`config.mk`:
```
export PLATFORM = sky130hd
export DESIGN_NAME = mp3_frame_sync_flat
export DESIGN_NICKNAME = d
export VERILOG_FILES = /design/src/rtl/mp3_pkg.sv /design/src/rtl/mp3_frame_sync_if.sv /design/src/rtl/mp3_frame_len_rom.sv /design/src/rtl/mp3_frame_sync.sv /design/src/flat_wrapper.sv
export SDC_FILE = /design/constraint.sdc
export NUM_CORES = 1
export LEC_CHECK = 0
export ABC_CLOCK_PERIOD_IN_PS = 4620
export CAP_MARGIN = 20
export CORE_ASPECT_RATIO = 0.5
export CORE_MARGIN = 2
export CORE_UTILIZATION = 25
export CTS_CLUSTER_DIAMETER = 150
export CTS_CLUSTER_SIZE = 25
export DETAILED_ROUTE_END_ITERATION = 8
export PLACE_DENSITY = 0.47
export SYNTH_ARGS = -nofsm -noshare
export SYNTH_HDL_FRONTEND = slang
export SYNTH_HIERARCHICAL = 1
export SYNTH_SLANG_ARGS = --single-unit
```
`constraint.sdc`:
```
create_clock -name clk -period 4.62 [get_ports clk]
set_clock_uncertainty 0.2 [all_clocks]
set_input_delay 0.462 -clock clk [delete_from_list [all_inputs] [get_ports clk]]
set_output_delay 0.462 -clock clk [all_outputs]
set_load 0.01 [all_outputs]
```
`src/rtl/mp3_pkg.sv`:
```
// mp3_pkg: shared states, header constants and MPEG-1 Layer III rate/length tables
package mp3_pkg;
    typedef enum logic [3:0] {
        HUNT, HDR1, HDR2, HDR3, CRC_HI, CRC_LO, BODY, NEXT0, NEXT1, NEXT2, NEXT3
    } state_t;
    localparam logic [7:0] MP3_SYNC_BYTE = 8'hFF;
    localparam logic [6:0] HDR1_PATTERN = 7'b1111101;
    localparam int HDR_BYTES = 4;
    localparam int CRC_BYTES = 2;
    localparam int BITRATE_KBPS [16] = '{0, 32, 40, 48, 56, 64, 80, 96, 112, 128, 160, 192, 224, 256, 320, 0};
    localparam int SAMPLE_RATE_HZ [4] = '{44100, 48000, 32000, 0};
    localparam logic [10:0] BASE_LEN [14][3] = '{
        '{11'd104,  11'd96,   11'd144},
        '{11'd130,  11'd120,  11'd180},
        '{11'd156,  11'd144,  11'd216},
        '{11'd182,  11'd168,  11'd252},
        '{11'd208,  11'd192,  11'd288},
        '{11'd261,  11'd240,  11'd360},
        '{11'd313,  11'd288,  11'd432},
        '{11'd365,  11'd336,  11'd504},
        '{11'd417,  11'd384,  11'd576},
        '{11'd522,  11'd480,  11'd720},
        '{11'd626,  11'd576,  11'd864},
        '{11'd731,  11'd672,  11'd1008},
        '{11'd835,  11'd768,  11'd1152},
        '{11'd1044, 11'd960,  11'd1440}
    };
endpackage

```
`src/rtl/mp3_frame_sync_if.sv`:
```
// mp3_frame_sync_if: byte stream in, frame body and decoded header out
interface mp3_frame_sync_if #(
    parameter int CNT_W = 32
);
    logic [7:0]       axiid;
    logic             axiiv;
    logic [7:0]       axiod;
    logic             axiov;
    logic [CNT_W-1:0] byte_count;
    logic             frame_start;
    logic             protection_bit;
    logic [3:0]       bitrate_index;
    logic [1:0]       sampling_freq;
    logic             padding_bit;
    logic [1:0]       mode;
    logic [1:0]       mode_ext;
    logic [10:0]      frame_len;
    logic             sync_err;
    modport slave (
        input  axiid, axiiv,
        output axiod, axiov, byte_count, frame_start, protection_bit, bitrate_index,
               sampling_freq, padding_bit, mode, mode_ext, frame_len, sync_err
    );
    modport master (
        output axiid, axiiv,
        input  axiod, axiov, byte_count, frame_start, protection_bit, bitrate_index,
               sampling_freq, padding_bit, mode, mode_ext, frame_len, sync_err
    );
endinterface

```
`src/rtl/mp3_frame_len_rom.sv`:
```
// mp3_frame_len_rom: {bitrate_index, sampling_freq, padding_bit} -> frame length, 0 when invalid
module mp3_frame_len_rom
    import mp3_pkg::*;
(
    input  logic [3:0]  bitrate_index,
    input  logic [1:0]  sampling_freq,
    input  logic        padding_bit,
    output logic [10:0] frame_len
);
    logic       valid;
    logic [3:0] br_i;
    logic [1:0] fs_i;
    always_comb begin
        valid     = bitrate_index != 4'd0 && bitrate_index != 4'd15 && sampling_freq != 2'd3;
        br_i      = valid ? bitrate_index - 4'd1 : 4'd0;
        fs_i      = valid ? sampling_freq : 2'd0;
        frame_len = valid ? BASE_LEN[br_i][fs_i] + {10'd0, padding_bit} : 11'd0;
    end
endmodule

```
`src/rtl/mp3_frame_sync.sv`:
```
// mp3_frame_sync: MPEG-1 Layer III sync hunter, header decoder, CRC stripper and body re-emitter
module mp3_frame_sync
    import mp3_pkg::*;
#(
    parameter int CNT_W = 32
) (
    input logic             clk,
    input logic             rst,
    mp3_frame_sync_if.slave s
);
    state_t           state, state_n;
    logic             h_prot, h_pad;
    logic [3:0]       h_br;
    logic [1:0]       h_fs;
    logic [10:0]      rom_len, remain;
    logic [CNT_W-1:0] idx;
    logic             accept, err, is_sync, hdr1_ok, hdr2_ok, body_byte;

    assign is_sync   = s.axiid == MP3_SYNC_BYTE;
    assign hdr1_ok   = s.axiid[7:1] == HDR1_PATTERN;
    assign hdr2_ok   = s.axiid[7:4] != 4'd0 && s.axiid[7:4] != 4'd15 && s.axiid[3:2] != 2'd3;
    assign body_byte = s.axiiv && state == BODY;

    mp3_frame_len_rom u_rom (
        .bitrate_index(h_br),
        .sampling_freq(h_fs),
        .padding_bit  (h_pad),
        .frame_len    (rom_len)
    );

    always_ff @(posedge clk) state <= rst ? HUNT : state_n;

    always_comb begin
        state_n = state;
        accept  = 1'b0;
        err     = 1'b0;
        if (s.axiiv) begin
            case (state)
                HUNT:   state_n = is_sync ? HDR1 : HUNT;
                HDR1:   state_n = hdr1_ok ? HDR2 : is_sync ? HDR1 : HUNT;
                HDR2:   state_n = hdr2_ok ? HDR3 : is_sync ? HDR1 : HUNT;
                HDR3, NEXT3: begin
                    accept  = 1'b1;
                    state_n = h_prot ? BODY : CRC_HI;
                end
                CRC_HI: state_n = CRC_LO;
                CRC_LO: state_n = BODY;
                BODY:   state_n = remain == 11'd1 ? NEXT0 : BODY;
                NEXT0: begin
                    err     = !is_sync;
                    state_n = is_sync ? NEXT1 : HUNT;
                end
                NEXT1: begin
                    err     = !hdr1_ok;
                    state_n = hdr1_ok ? NEXT2 : is_sync ? HDR1 : HUNT;
                end
                NEXT2: begin
                    err     = !hdr2_ok;
                    state_n = hdr2_ok ? NEXT3 : is_sync ? HDR1 : HUNT;
                end
                default: state_n = HUNT;
            endcase
        end
    end

    always_ff @(posedge clk) begin
        if (rst) begin
            s.axiod          <= '0;
            s.axiov          <= 1'b0;
            s.byte_count     <= '0;
            s.frame_start    <= 1'b0;
            s.protection_bit <= 1'b0;
            s.bitrate_index  <= '0;
            s.sampling_freq  <= '0;
            s.padding_bit    <= 1'b0;
            s.mode           <= '0;
            s.mode_ext       <= '0;
            s.frame_len      <= '0;
            s.sync_err       <= 1'b0;
            h_prot           <= 1'b0;
            h_br             <= '0;
            h_fs             <= '0;
            h_pad            <= 1'b0;
            remain           <= '0;
            idx              <= '0;
        end else begin
            s.axiod       <= s.axiid;
            s.axiov       <= body_byte;
            s.frame_start <= accept;
            s.sync_err    <= err;
            if (s.axiiv && (state == HDR1 || state == NEXT1))
                h_prot <= s.axiid[0];
            if (s.axiiv && (state == HDR2 || state == NEXT2))
                {h_br, h_fs, h_pad} <= s.axiid[7:1];
            if (accept) begin
                s.protection_bit <= h_prot;
                s.bitrate_index  <= h_br;
                s.sampling_freq  <= h_fs;
                s.padding_bit    <= h_pad;
                s.mode           <= s.axiid[7:6];
                s.mode_ext       <= s.axiid[5:4];
                s.frame_len      <= rom_len;
                remain           <= rom_len - 11'(HDR_BYTES) - (h_prot ? 11'd0 : 11'(CRC_BYTES));
                idx              <= CNT_W'(HDR_BYTES);
            end
            if (body_byte) begin
                s.byte_count <= idx;
                idx          <= idx + 1'b1;
                remain       <= remain - 11'd1;
            end
        end
    end
endmodule
```
`src/flat_wrapper.sv`:
```
// flat-port wrapper written by rule: the top's interface ports become plain ports
module mp3_frame_sync_flat import mp3_pkg::*;
#(
    parameter int CNT_W = 32
)
  (clk, rst, s_axiid, s_axiiv, s_axiod, s_axiov, s_byte_count, s_frame_start, s_protection_bit, s_bitrate_index, s_sampling_freq, s_padding_bit, s_mode, s_mode_ext, s_frame_len, s_sync_err);
  mp3_frame_sync_if #(.CNT_W(CNT_W)) s_i ();
  input logic clk;
  input logic rst;
  input wire logic [$bits(s_i.axiid)-1:0] s_axiid;
  input wire logic [$bits(s_i.axiiv)-1:0] s_axiiv;
  output wire logic [$bits(s_i.axiod)-1:0] s_axiod;
  output wire logic [$bits(s_i.axiov)-1:0] s_axiov;
  output wire logic [$bits(s_i.byte_count)-1:0] s_byte_count;
  output wire logic [$bits(s_i.frame_start)-1:0] s_frame_start;
  output wire logic [$bits(s_i.protection_bit)-1:0] s_protection_bit;
  output wire logic [$bits(s_i.bitrate_index)-1:0] s_bitrate_index;
  output wire logic [$bits(s_i.sampling_freq)-1:0] s_sampling_freq;
  output wire logic [$bits(s_i.padding_bit)-1:0] s_padding_bit;
  output wire logic [$bits(s_i.mode)-1:0] s_mode;
  output wire logic [$bits(s_i.mode_ext)-1:0] s_mode_ext;
  output wire logic [$bits(s_i.frame_len)-1:0] s_frame_len;
  output wire logic [$bits(s_i.sync_err)-1:0] s_sync_err;
  assign s_i.axiid = s_axiid;
  assign s_i.axiiv = s_axiiv;
  assign s_axiod = s_i.axiod;
  assign s_axiov = s_i.axiov;
  assign s_byte_count = s_i.byte_count;
  assign s_frame_start = s_i.frame_start;
  assign s_protection_bit = s_i.protection_bit;
  assign s_bitrate_index = s_i.bitrate_index;
  assign s_sampling_freq = s_i.sampling_freq;
  assign s_padding_bit = s_i.padding_bit;
  assign s_mode = s_i.mode;
  assign s_mode_ext = s_i.mode_ext;
  assign s_frame_len = s_i.frame_len;
  assign s_sync_err = s_i.sync_err;
  mp3_frame_sync #(.CNT_W(CNT_W)) u_core (.clk(clk), .rst(rst), .s(s_i));
endmodule
```
### After elaboration in Yosys (flattened, before gate mapping)

Memory sizes are Yosys's and may differ from the RTL's.
Index checks and enable logic that the tools add are counted.

* add/subtract/negate cells: 6
* $lt $le $gt $ge: 2
* eq/ne operators: 17
* multiplexer cells: 25
* bitwise operators: 3
* reductions and logical operators: 18

Operator list (count)
* two-way mux 33 bit: 2
* two-way mux 32 bit: 2
* two-way mux 11 bit: 5
* one-hot mux 4 bit (10 select lines): 1
* adder 32 x 1 -> 32 bit, second input constant: 1
* two-way mux 4 bit: 6
* binary-select mux 11 bit (select 2 bit): 1
* equality test 4 x 3 -> 1 bit, second input constant: 4
* equality test 4 bit, second input constant: 3
* adder 11 x 1 -> 11 bit: 1
* equality test 11 x 1 -> 1 bit, second input constant: 1
* subtractor 11 x 1 -> 11 bit, second input constant: 1
* subtractor 11 bit: 1
* subtractor 11 x 3 -> 11 bit, second input constant: 1
* equality test 4 x 2 -> 1 bit, second input constant: 2
* equality test 8 bit, second input constant: 1
* != test 4 bit, second input constant: 2
* nonzero test 4 bit: 2
* equality test 7 bit, second input constant: 1
* logical AND 1 bit: 7
* two-way mux 2 bit: 3
* greater-or-equal comparator 5 bit, second input constant: 1
* NOT 4 -> 5 bit: 1
* equality test 4 x 1 -> 1 bit, second input constant: 1
* other kinds (12): 20

* bits in registers: 121
* ROM bits: 528
* input port bits: 11
* logic and storage cells: 91
* memories: 1

Memories
* (no name shown): depth 16, bits a word 33, rd ports 1, clocked after memory_dff 0, wr ports 0, line mp3_frame_len_rom.sv:17 `frame_len = valid ? BASE_LEN[br_i][fs_i] + {10'd0, padding_bit} : 11'd0;`

### Logic depth before layout (Yosys ltp)

Gate-level depths: netlist of run 1.

* word-level depth: 17
* mapped depth: 23
* mapped depth without buffers: 20

### Hierarchy

Netlist of run 1, hierarchy kept.

Modules (own cells, without submodules)
* mp3_frame_sync: times used 1, cells an instance 633, area an instance 5210.0 µm²
* mp3_frame_len_rom: times used 1, cells an instance 192, area an instance 1236.2 µm²

### Least setup slack after synthesis of run 1

No wires, ideal clock.

* path kind: register -> register
* start: reg u_core.h_br[0]
* end: reg u_core.remain[10]
* setup time: 0.074 ns
* data arrival time: 4.809 ns
* slack: -0.464 ns
* stages on the path, launching flop included: 24
* path buffers: 3
* clock period less this slack: 5.084 ns
* cells stage by stage: dfxtp_1 buf_2 inv_1 ha_1 buf_2 or3b_4 and3_1 clkbuf_1 nand2_1 ha_1 o21ai_2 a21oi_1 nor2_1 nor2_1 ha_1 ha_1 o2111ai_1 nor4_4 mux2i_1 or4_1 nor4_1 xor2_1 nand2_1 a31oi_1

* cells in the longest elaborated chain, start to end: 17
* elaborated cells between the ends (all ways): 21

RTL lines
* start, declared: line mp3_frame_sync.sv:13 `logic [3:0] h_br;`
* start signal, assigned: line mp3_frame_sync.sv:94 `{h_br, h_fs, h_pad} <= s.axiid[7:1];`
* parallel branches: the longest is 12 deep, another holds memory (16 x 33 bit)
* two-way mux 11 bit *: line mp3_frame_len_rom.sv:17
* via u_core.rom_len[6]: line mp3_frame_sync.sv:15 `logic [10:0] rom_len, remain;`
* subtractor 11 x 3 -> 11 bit *: line mp3_frame_sync.sv:103 `remain <= rom_len - 11'(HDR_BYTES) - (h_prot ? 11'd0 : 11'(CRC_BYTES));`
* subtractor 11 bit *: line mp3_frame_sync.sv:103
* two-way mux 11 bit *: line mp3_frame_sync.sv:95 `if (accept) begin`
* two-way mux 11 bit *: line mp3_frame_sync.sv:106 `if (body_byte) begin`
* end signal, assigned: line mp3_frame_sync.sv:103
* end signal, assigned: line mp3_frame_sync.sv:109 `remain <= remain - 11'd1;`
* end, declared: line mp3_frame_sync.sv:15

Mark *: on every way through the listed nets, which the timed path passes. The select of a mux whose other input is x is not followed.
A chain may end at the register's enable or synchronous reset.

### Worst setup path after layout of run 1

* start: reg u_core.h_br[1]
* end: reg u_core.remain[10]

Same word-level chain as after synthesis.

==> flow_summary.yaml, run 1 <==
clocking:
  path_clk_slew_ns: 0.06
  cts_root_buf: "clkbuf_16"
  cts_setup_buffers: 0
  cts_made_buffers: 17
  clk_latency_ns: 0.42
  clkSinkCount: 121
  max-clock-path-buffers: 2
  cts_tree: "built"
  htreeDepth: 4
power_and_ir_drop:
  power.total_mw: 2.46
  peakVddDrop_uv: 237
  power_density_nw_per_um2: 298
  p_leak_nw: 2.76
yosys:
  async_flop_share_pct: 0
  syn_avg_cell_area_sq_um: 7.81
  syn_nets: 851
  seq_area_frac_synth_pct: 37.6
  syn_area_sq_um: 6450
  yosys.cell_count.top_type: "nand2_1"
  synth_top_area_share_pct: 37.6
  synth_seq_cells: 121
  synth_cell_types: 83
  ys.flop_type: "dfxtp_1"
  synthTopCellsByCount: "nand2_1, dfxtp_1, a21oi_1, nor2_1, clkbuf_1"
  syn-instance-count: 825
  synth-edff-count: 0
  yosys_warnings: 6
  yosys.area.top_type: "dfxtp_1"
  synth.area.top_cells: "dfxtp_1, nand2_1, a21oi_1"
floorplan:
  dieArea_sq_um: 27200
  die_y_um: 118
  die_w_um: 231
  fp-row-count: 41
  start_util_pct: 25.5
  io_pins: 77
  coreArea_sq_um: 25300
worst_setup_path:
  slowest_delay_ns: 0.46
  cpMaxStageDelayCell: "or4_4"
  startpoint_type: "register"
  cp_top_family: "simple AND/OR/NAND/NOR gates"
  cp-end-kind: "register"
  path_class: "reg -> reg"
  crit_buf_inv: 1
  crit_arrival_ns: 4.55
  crit_top_cell: "ha_1"
  worstPathMaxFanout: 7
  cp.required_ns: 4.76
  path_cells: "inv_1 -> ha_1 -> or3b_4 -> and3_1 -> nand2_2 -> ha_4 -> o21ai_2 -> a21oi_1 -> nor2_1 -> nor2_1 -> ha_1 -> ha_1 -> o2111ai_2 -> nor4_4 -> mux2i_1 -> or4_4 -> nor4_2 -> xor2_1 -> nand2_1 -> a31oi_1"
cells_and_area:
  drive_gt1_share_pct: 10.6
  areaGrowthSynthToFinish_pct: 27.9
  num-fill-cells: 2667
  diodes: 0
  finish.utilization_pct: 32.6
  fin_nets: 919
timing:
  fin_tns_setup_ns: 0
  hold_violations: 0
  fin_crit_sh_pct: 95.6
  fmax_ghz: 0.226
  max-slew-margin-rel_pct: 33.8
  grt_setup_unrepaired: "false"
  slew_violations: 0
  period_needed_ns: 4.42
  tightest_slew_ns: 0.968
  setup_violations: 0
detailed_routing:
  dr_wl_met2_um: 9130
  highest_layer: "met4"
  viasPerCell: 4.99
  first_iter_violations: 357
  dr.pass1.iters: 5
  vias: 6236
  routedWlPerCell_um: 15.1
  wl_met3_um: 611
  detail-route-antenna-nets: 0
  wl_um: 18900
  drc: 0
  wl_met1_um: 9000
placed_design:
  dp.final_hpwl_um: 13000
  globalplace.congestion: 0.893
  portBuffers: 76
grt:
  grt.overflow.total: 0
  grt_pass1_vias: 6122
  grt_util_all_layers_pct: 14.2
  antenna_found_initial: 0
  grt_pass1_wl_um: 31500
  grt_max_degree: 69
hold_path:
  min_path_type: "reg -> reg"
job:
  max_cap_violations: 0
status:
  status: "completed"
## registers in the layout, summed over array words and instances, names as in the netlist, 2 cells and up
name,flops
u_core/s.frame_len,11
u_core/h_fs,2
u_core/s.mode,2
u_core/s.mode_ext,2
u_core/h_br,4
u_core/s.sampling_freq,2
u_core/state,4
u_core/s.bitrate_index,4
u_core/idx,32
u_core/remain,11
u_core/s.axiod,8
u_core/s.byte_count,32
## cells by family (layout without fill, tap and decap cells)
group	after synthesis	count (layout)	share of synthesized area, %
flops	121	121	37.6
fa+ha+maj	15	15	3.03
compound gates	211	211	20.3
simple gates	370	370	28.6
xor+xnor	17	17	2.43
buf+inv	71	151	4.83
mux	20	20	3.32
## per-layer routing
metal  GRT usage, %  up-vias
met3           3.20       16
li1               -     3090
met4           4.07        0
met1           18.3     3037
met2           23.6       93
met5              0        -
## metrics by stage
stage / cell area [sq um] / instances / setup slack (ns) / hold WS [ns]
final: 8250 / 1249 / 0.203 / 0.250
after global routing: 8250 / 1249 / 0.00548 / 0.273
after CTS: 8230 / 1249 / 0.0529 / 0.254
after detailed placement: 7630 / 1218 / 0.112 / 0.246
after global placement: 7630 / 1218 / 0.228 / 0.243
after floorplan: 6490 / 825 / 0.0128 / 0.237
## cell type report
class                           instances  area, sq um  share of cell area [%]
Multi-Input combinational cell        633         3770                    45.7
Sequential cell                       121         2430                    29.4
Timing Repair Buffer                  102          953                    11.6
Tap cell                              344          430                    5.22
Clock buffer                           18          429                    5.20
Clock inverter                         13          169                    2.05
Inverter                               18         67.6                   0.819
## worst paths after layout
check | start | endpoint | slack, ns | cells after the start
worst max-delay path | u_core/h_br[1] | u_core/remain[10] | 0.20 | 20
worst min-delay path | u_core/s.byte_count[9] | u_core/s.byte_count[9] | 0.25 | 2
worst max register to register | u_core/h_br[1] | u_core/remain[10] | 0.20 | 20
worst min register to register | u_core/s.byte_count[9] | u_core/s.byte_count[9] | 0.25 | 2
## placed cells by master (no fill, tap or decap), types with 15 or more instances in the layout
cell type        instances
nand3_1                 31
inv_1                   16
dfxtp_1                119
or3_1                   15
nand4_1                 15
buf_4                   27
a21oi_1                107
nor3_1                  21
nor2_1                  48
nand2_1                159
o21ai_0                 25
clkbuf_16               17
clkdlybuf4s50_1         75
## worst reg2reg max path: cells and delay by family (launching register included)
family | cells | cell delay [ns]
xor+xnor | 1 | 0.18
compound gates | 4 | 0.57
mux | 1 | 0.13
buf+inv | 1 | 0.07
flops | 1 | 0.36
fa+ha+maj | 4 | 0.72
simple gates | 9 | 2.10
## power breakdown
| group | total, mW | switching [mW] | internal, mW |
|---|---|---|---|
| Combinational | 0.0574 | 0.0354 | 0.0221 |
| Sequential | 1.05 | 0.00251 | 1.05 |
| Clock | 1.35 | 0.502 | 0.849 |
## what timing repair did
| action | CTS | global route |
|---|---|---|
| endpoints found under the setup margin | 0 | 7 |
| hold buffers | 0 | 0 |
| gates resized for setup | 0 | 4 |
(Power assumes the default switching activity.)
==> inputs of run 2 (changes only) <==
--- a/config.mk
+++ b/config.mk
@@ -6,14 +6,14 @@
 export NUM_CORES = 1
 export LEC_CHECK = 0
 export ABC_CLOCK_PERIOD_IN_PS = 4620
-export CAP_MARGIN = 20
+export CAP_MARGIN = 10
 export CORE_ASPECT_RATIO = 0.5
 export CORE_MARGIN = 2
 export CORE_UTILIZATION = 25
 export CTS_CLUSTER_DIAMETER = 150
 export CTS_CLUSTER_SIZE = 25
 export DETAILED_ROUTE_END_ITERATION = 8
-export PLACE_DENSITY = 0.47
+export PLACE_DENSITY = 0.5
 export SYNTH_ARGS = -nofsm -noshare
 export SYNTH_HDL_FRONTEND = slang
 export SYNTH_HIERARCHICAL = 1
==> flow_summary.yaml, run 2 (same netlist as run 1, synthesis figures left out) <==
placed_design:
  place_area_sq_um: 7610
  globalplace.congestion: 0.901
  pre_cts_ws_ns: 0.176
  dp.final_hpwl_um: 12400
  portBuffers: 76
power_and_ir_drop:
  power_density_nw_per_um2: 293
  pwr-share-seq_pct: 43.6
  power.total_mw: 2.41
  pwr-share-comb_pct: 2.4
  p_int_mw: 1.89
  swShare_pct: 21.8
  peakVddDrop_uv: 248
  p_clk_share_pct: 54.0
  switchingPower_mw: 0.526
  p_leak_nw: 2.75
grt:
  grt_pass1_wl_um: 30600
  grt.overflow.total: 0
  grt_pass1_vias: 6037
  grt_max_degree: 74
  antenna_found_initial: 0
  grt_util_all_layers_pct: 13.6
cells_and_area:
  num-fill-cells: 2623
  drive_gt1_share_pct: 10.6
  diodes: 0
  final_cell_mix: "nand2_1, dfxtp_1, a21oi_1, clkdlybuf4s50_1, nor2_1"
  fin_nets: 916
  finish.utilization_pct: 32.6
  fin_area_sq_um: 8230
  areaGrowthSynthToFinish_pct: 27.7
  reg.largest.list: "u_core/idx (32), u_core/s.byte_count (32)"
  layout_commonest_cell: "nand2_1"
worst_setup_path:
  cp-startpoint: "u_core/h_br[1]"
  cp.required_ns: 4.75
  worstPathMaxFanout: 7
  path_class: "reg -> reg"
  startpoint_type: "register"
  r2r-start: "u_core/h_br[1]"
  rr_worst_depth: 20
  ff2ff_setup_slack_ns: 0.34
  crit_end: "u_core/remain[10]"
  crit_arrival_ns: 4.42
  cp-end-kind: "register"
  regToRegEndpoint: "u_core/remain[10]"
timing:
  max-slew-margin-rel_pct: 24.8
  hold_violations: 0
  fin_hold_ws_ns: 0.252
  tightest_slew_ns: 1.10
  fmax_ghz: 0.233
  grt_setup_unrepaired: "true"
  setup_violations: 0
  fin_crit_sh_pct: 92.7
  slew_violations: 0
  worst_slack_ns: 0.337
  period_needed_ns: 4.28
detailed_routing:
  wl_um: 18300
  vias: 6262
  first_iter_violations: 442
  dr.pass1.iters: 5
  detail-route-antenna-nets: 0
  drc: 0
  viasPerCell: 5.02
  routedWlPerCell_um: 14.6
floorplan:
  start_util_pct: 25.5
  fp-row-count: 41
  dieArea_sq_um: 27200
  io_pins: 77
  die_y_um: 118
  coreArea_sq_um: 25300
  die_w_um: 231
clocking:
  cts_tree: "built"
  max-clock-path-buffers: 2
  cts_hold_buf: 0
  clkSinkCount: 121
  path_clk_slew_ns: 0.06
  htreeDepth: 4
  clk_latency_ns: 0.41
  cts_root_buf: "clkbuf_16"
  cts_made_buffers: 17
status:
  status: "completed"
hold_path:
  min_path_type: "reg -> reg"
  hold_depth: 2
job:
  max_cap_violations: 0
==> run 2: cell types whose count changed in the layout (fill, tap and decap cells not counted), moves of 2 or more <==
| cell | previous run | this run |
|---|---|---|
| buf_4 | 27 | 24 |
| bufinv_16 | 3 | 1 |
| clkbuf_8 | 0 | 5 |
| clkinvlp_4 | 4 | 2 |
| ha_1 | 13 | 11 |
| ha_2 | 0 | 2 |
==> run 2: per-stage QoR <==
stage / std cells / TNS, ns
CTS: 1246 / 0
floorplan: 825 / 0
detailed placement: 1214 / 0
global route: 1247 / -0.0166
global placement: 1214 / 0
finish: 1247 / 0
==> run 2: worst min path at each step <==
stage | slack, ns | end | from
floorplan | 0.24 | u_core/s.byte_count[31] | u_core/idx[31]
global placement | 0.24 | u_core/s.sampling_freq[0] | u_core/s.sampling_freq[0]
detailed placement | 0.25 | u_core/s.mode_ext[0] | u_core/s.mode_ext[0]
CTS | 0.26 | u_core/s.mode_ext[0] | u_core/s.mode_ext[0]
global route | 0.27 | u_core/s.mode[0] | u_core/s.mode[0]
finish | 0.25 | u_core/s.sampling_freq[0] | u_core/s.sampling_freq[0]
==> run 2: worst max-delay path: stages, from the launching register on <==
cell,delay [ns]
dfxtp_2,0.34
inv_1,0.06
ha_1,0.15
or3b_4,0.41
and3_1,0.22
nand2_2,0.12
ha_4,0.18
o21ai_2,0.08
a21oi_1,0.13
nor2_1,0.06
nor2_1,0.10
ha_1,0.18
ha_2,0.20
o2111ai_2,0.15
nor4_4,0.35
mux2i_1,0.13
or4_4,0.48
nor4_4,0.28
xor2_1,0.17
nand2_1,0.07
a31oi_1,0.13
==> run 2: layer usage <==
layer	global-route usage (%)	wire length, um	vias to the layer above
met2	22.4	8620	150
met3	2.13	615	31
li1	-	-	3090
met4	5.48	418	0
met1	17.6	8600	2991
met5	0	0	-
==> run 2: power groups by stage <==
stage               clock, mW  sequential (mW)  combinational [mW]
finish                   1.30             1.05              0.0576
global route             1.38             1.05              0.0627
detailed placement          0             1.07              0.0580
CTS                      1.34             1.05              0.0582
floorplan                   0             1.07              0.0299
global placement            0             1.07              0.0579
==> run 2: what timing repair did <==
item                                    4_1_cts  5_1_grt
endpoints found under the setup margin        0        5
setup buffers                                 0        1
resized for setup                             0        7
==> run 2: cell type report <==
class	count	area (sq um)	share of cell area (%)
Multi-Input combinational cell	633	3790	46.1
Sequential cell	121	2420	29.4
Clock buffer	24	502	6.09
Timing Repair Buffer	99	931	11.3
Clock inverter	8	85.1	1.03
Tap cell	344	430	5.23
Inverter	18	67.6	0.821
==> inputs of run 3 (changes only) <==
--- a/config.mk
+++ b/config.mk
@@ -5,7 +5,7 @@
 export SDC_FILE = /design/constraint.sdc
 export NUM_CORES = 1
 export LEC_CHECK = 0
-export ABC_CLOCK_PERIOD_IN_PS = 4620
+export ABC_CLOCK_PERIOD_IN_PS = 5300
 export CAP_MARGIN = 10
 export CORE_ASPECT_RATIO = 0.5
 export CORE_MARGIN = 2
@@ -13,7 +13,8 @@
 export CTS_CLUSTER_DIAMETER = 150
 export CTS_CLUSTER_SIZE = 25
 export DETAILED_ROUTE_END_ITERATION = 8
-export PLACE_DENSITY = 0.5
+export PLACE_DENSITY = 0.48
+export SKIP_LAST_GASP = 1
 export SYNTH_ARGS = -nofsm -noshare
 export SYNTH_HDL_FRONTEND = slang
 export SYNTH_HIERARCHICAL = 1
==> constraint.sdc (replaced) <==
create_clock -name clk -period 5.3 [get_ports clk]
set_clock_uncertainty 0.2 [all_clocks]
set_input_delay 0.53 -clock clk [delete_from_list [all_inputs] [get_ports clk]]
set_output_delay 0.53 -clock clk [all_outputs]
set_load 0.01 [all_outputs]
==> flow_summary.yaml, run 3 (same netlist as run 1, synthesis figures left out) <==
clocking:
  cts_hold_buf: 0
  cts-resized-gates: 0
  cts_root_buf: "clkbuf_16"
  cts_tree: "built"
  max-clock-path-buffers: 2
  cts_made_buffers: 17
  path_clk_slew_ns: 0.06
  cts_setup_buffers: 0
  clk_latency_ns: 0.42
  clkSinkCount: 121
  htreeDepth: 4
placed_design:
  place_area_sq_um: 7530
  globalplace.congestion: 0.870
  portBuffers: 76
  pre_cts_ws_ns: 0.505
  dp.final_hpwl_um: 12900
floorplan:
  fp-row-count: 41
  die_y_um: 118
  dieArea_sq_um: 27200
  die_w_um: 231
  coreArea_sq_um: 25300
  start_util_pct: 25.5
  io_pins: 77
grt:
  grt_max_degree: 70
  grt_pass1_wl_um: 31600
  grt_util_met2_pct: 22.7
  gr-usage-met3_pct: 2.74
  antenna_found_initial: 0
  gr-max-usage-layer: "met2"
  grt_pass1_vias: 6107
  grt_util_all_layers_pct: 14.2
  use_met1_pct: 18.6
  grt.overflow.total: 0
timing:
  fmax_ghz: 0.207
  fin_crit_sh_pct: 91.1
  setup_violations: 0
  slew_violations: 0
  tightest_slew_ns: 1.19
  max-slew-margin-rel_pct: 18.7
  hold_violations: 0
  period_needed_ns: 4.83
  worst_slack_ns: 0.471
  grt_setup_unrepaired: "false"
  fin_tns_setup_ns: 0
power_and_ir_drop:
  p_leak_nw: 2.72
  peakVddDrop_uv: 270
  power_density_nw_per_um2: 261
worst_setup_path:
  startpoint_type: "register"
  cp-end-kind: "register"
  crit_arrival_ns: 4.97
  cpMaxStageDelayCell: "or4_1"
  cp.required_ns: 5.44
  path_cells: "inv_1 -> ha_1 -> or3b_4 -> and3_1 -> nand2_1 -> ha_1 -> o21ai_2 -> a21oi_1 -> nor2_1 -> nor2_1 -> ha_1 -> ha_1 -> o2111ai_1 -> nor4_4 -> mux2i_1 -> or4_1 -> nor4_1 -> xor2_1 -> nand2_1 -> a31oi_1"
  path_class: "reg -> reg"
  crit_top_cell: "ha_1"
  slowest_delay_ns: 0.50
  worstPathMaxFanout: 7
cells_and_area:
  layout_commonest_cell: "nand2_1"
  fin_nets: 910
  diodes: 0
  drive_gt1_share_pct: 8.47
  areaGrowthSynthToFinish_pct: 25.9
  fin_area_sq_um: 8110
  final_cell_mix: "nand2_1, dfxtp_1, a21oi_1, clkdlybuf4s50_1, nor2_1"
  reg.largest.list: "u_core/idx (32), u_core/s.byte_count (32)"
job:
  max_cap_violations: 0
detailed_routing:
  drc: 0
  routedWlPerCell_um: 15.3
  wl_um: 19000
  viasPerCell: 4.97
  dr.pass1.iters: 5
  detail-route-antenna-nets: 0
  first_iter_violations: 456
  vias: 6169
status:
  status: "completed"
hold_path:
  min_path_type: "reg -> reg"
==> run 3: cell count changes in the layout (fill, tap and decap cells not counted), sizes merged <==
cell,delta
buf,-6
clkbuf,-2
clkinv,+2
bufinv,+1
clkinvlp,-1
==> run 3: final timing paths <==
| kind | from | end | slack (ns) | cells after the start |
|---|---|---|---|---|
| hold / removal | u_core/s.bitrate_index[3] | u_core/s.bitrate_index[3] | 0.25 | 2 |
| setup reg to reg | u_core/h_br[0] | u_core/remain[10] | 0.47 | 20 |
| hold reg to reg | u_core/s.bitrate_index[3] | u_core/s.bitrate_index[3] | 0.25 | 2 |
| setup / recovery | u_core/h_br[0] | u_core/remain[10] | 0.47 | 20 |
==> run 3: where the power goes <==
part	switching, mW	internal [mW]	leakage (nW)
sequential	0.00232	0.914	0.977
clock	0.433	0.718	0.285
combinational	0.0309	0.0192	1.45
==> run 3: worst max-delay path, delay by kind of cell, from the launching register on <==
family	cells	cell delay [ns]
adders and majority gates	4	0.85
buffers and inverters	1	0.18
xor gates and xnor gates	1	0.17
DFF	1	0.31
AOI/OAI and AO/OA	4	0.63
muxes	1	0.18
and+or+nand+nor	9	2.20
==> run 3: layer usage <==
layer  part of all wire [%]  wire (um)
met4                    2.4        463
met3                    3.8        717
met2                     46       8710
met5                      0          0
met1                     48       9110
==> run 3: cell type report <==
class	count	area [sq um]
fillers	2659	17200
multi-input cells	633	3730
flip-flops and latches	121	2420
repair buffers	93	886
clock buffers	22	464
well taps	344	430
clock inverters	10	118
inverters	18	67.6
==> run 3: per-stage QoR <==
stage,util (%),hold slack (ns),power (mW),instances
floorplan,-,0.237,0.963,825
global placement,29.8,0.243,0.987,1209
detailed placement,29.8,0.246,0.987,1209
CTS,32.1,0.254,2.15,1241
global route,32.1,0.272,2.19,1241
finish,32.1,0.254,2.12,1241
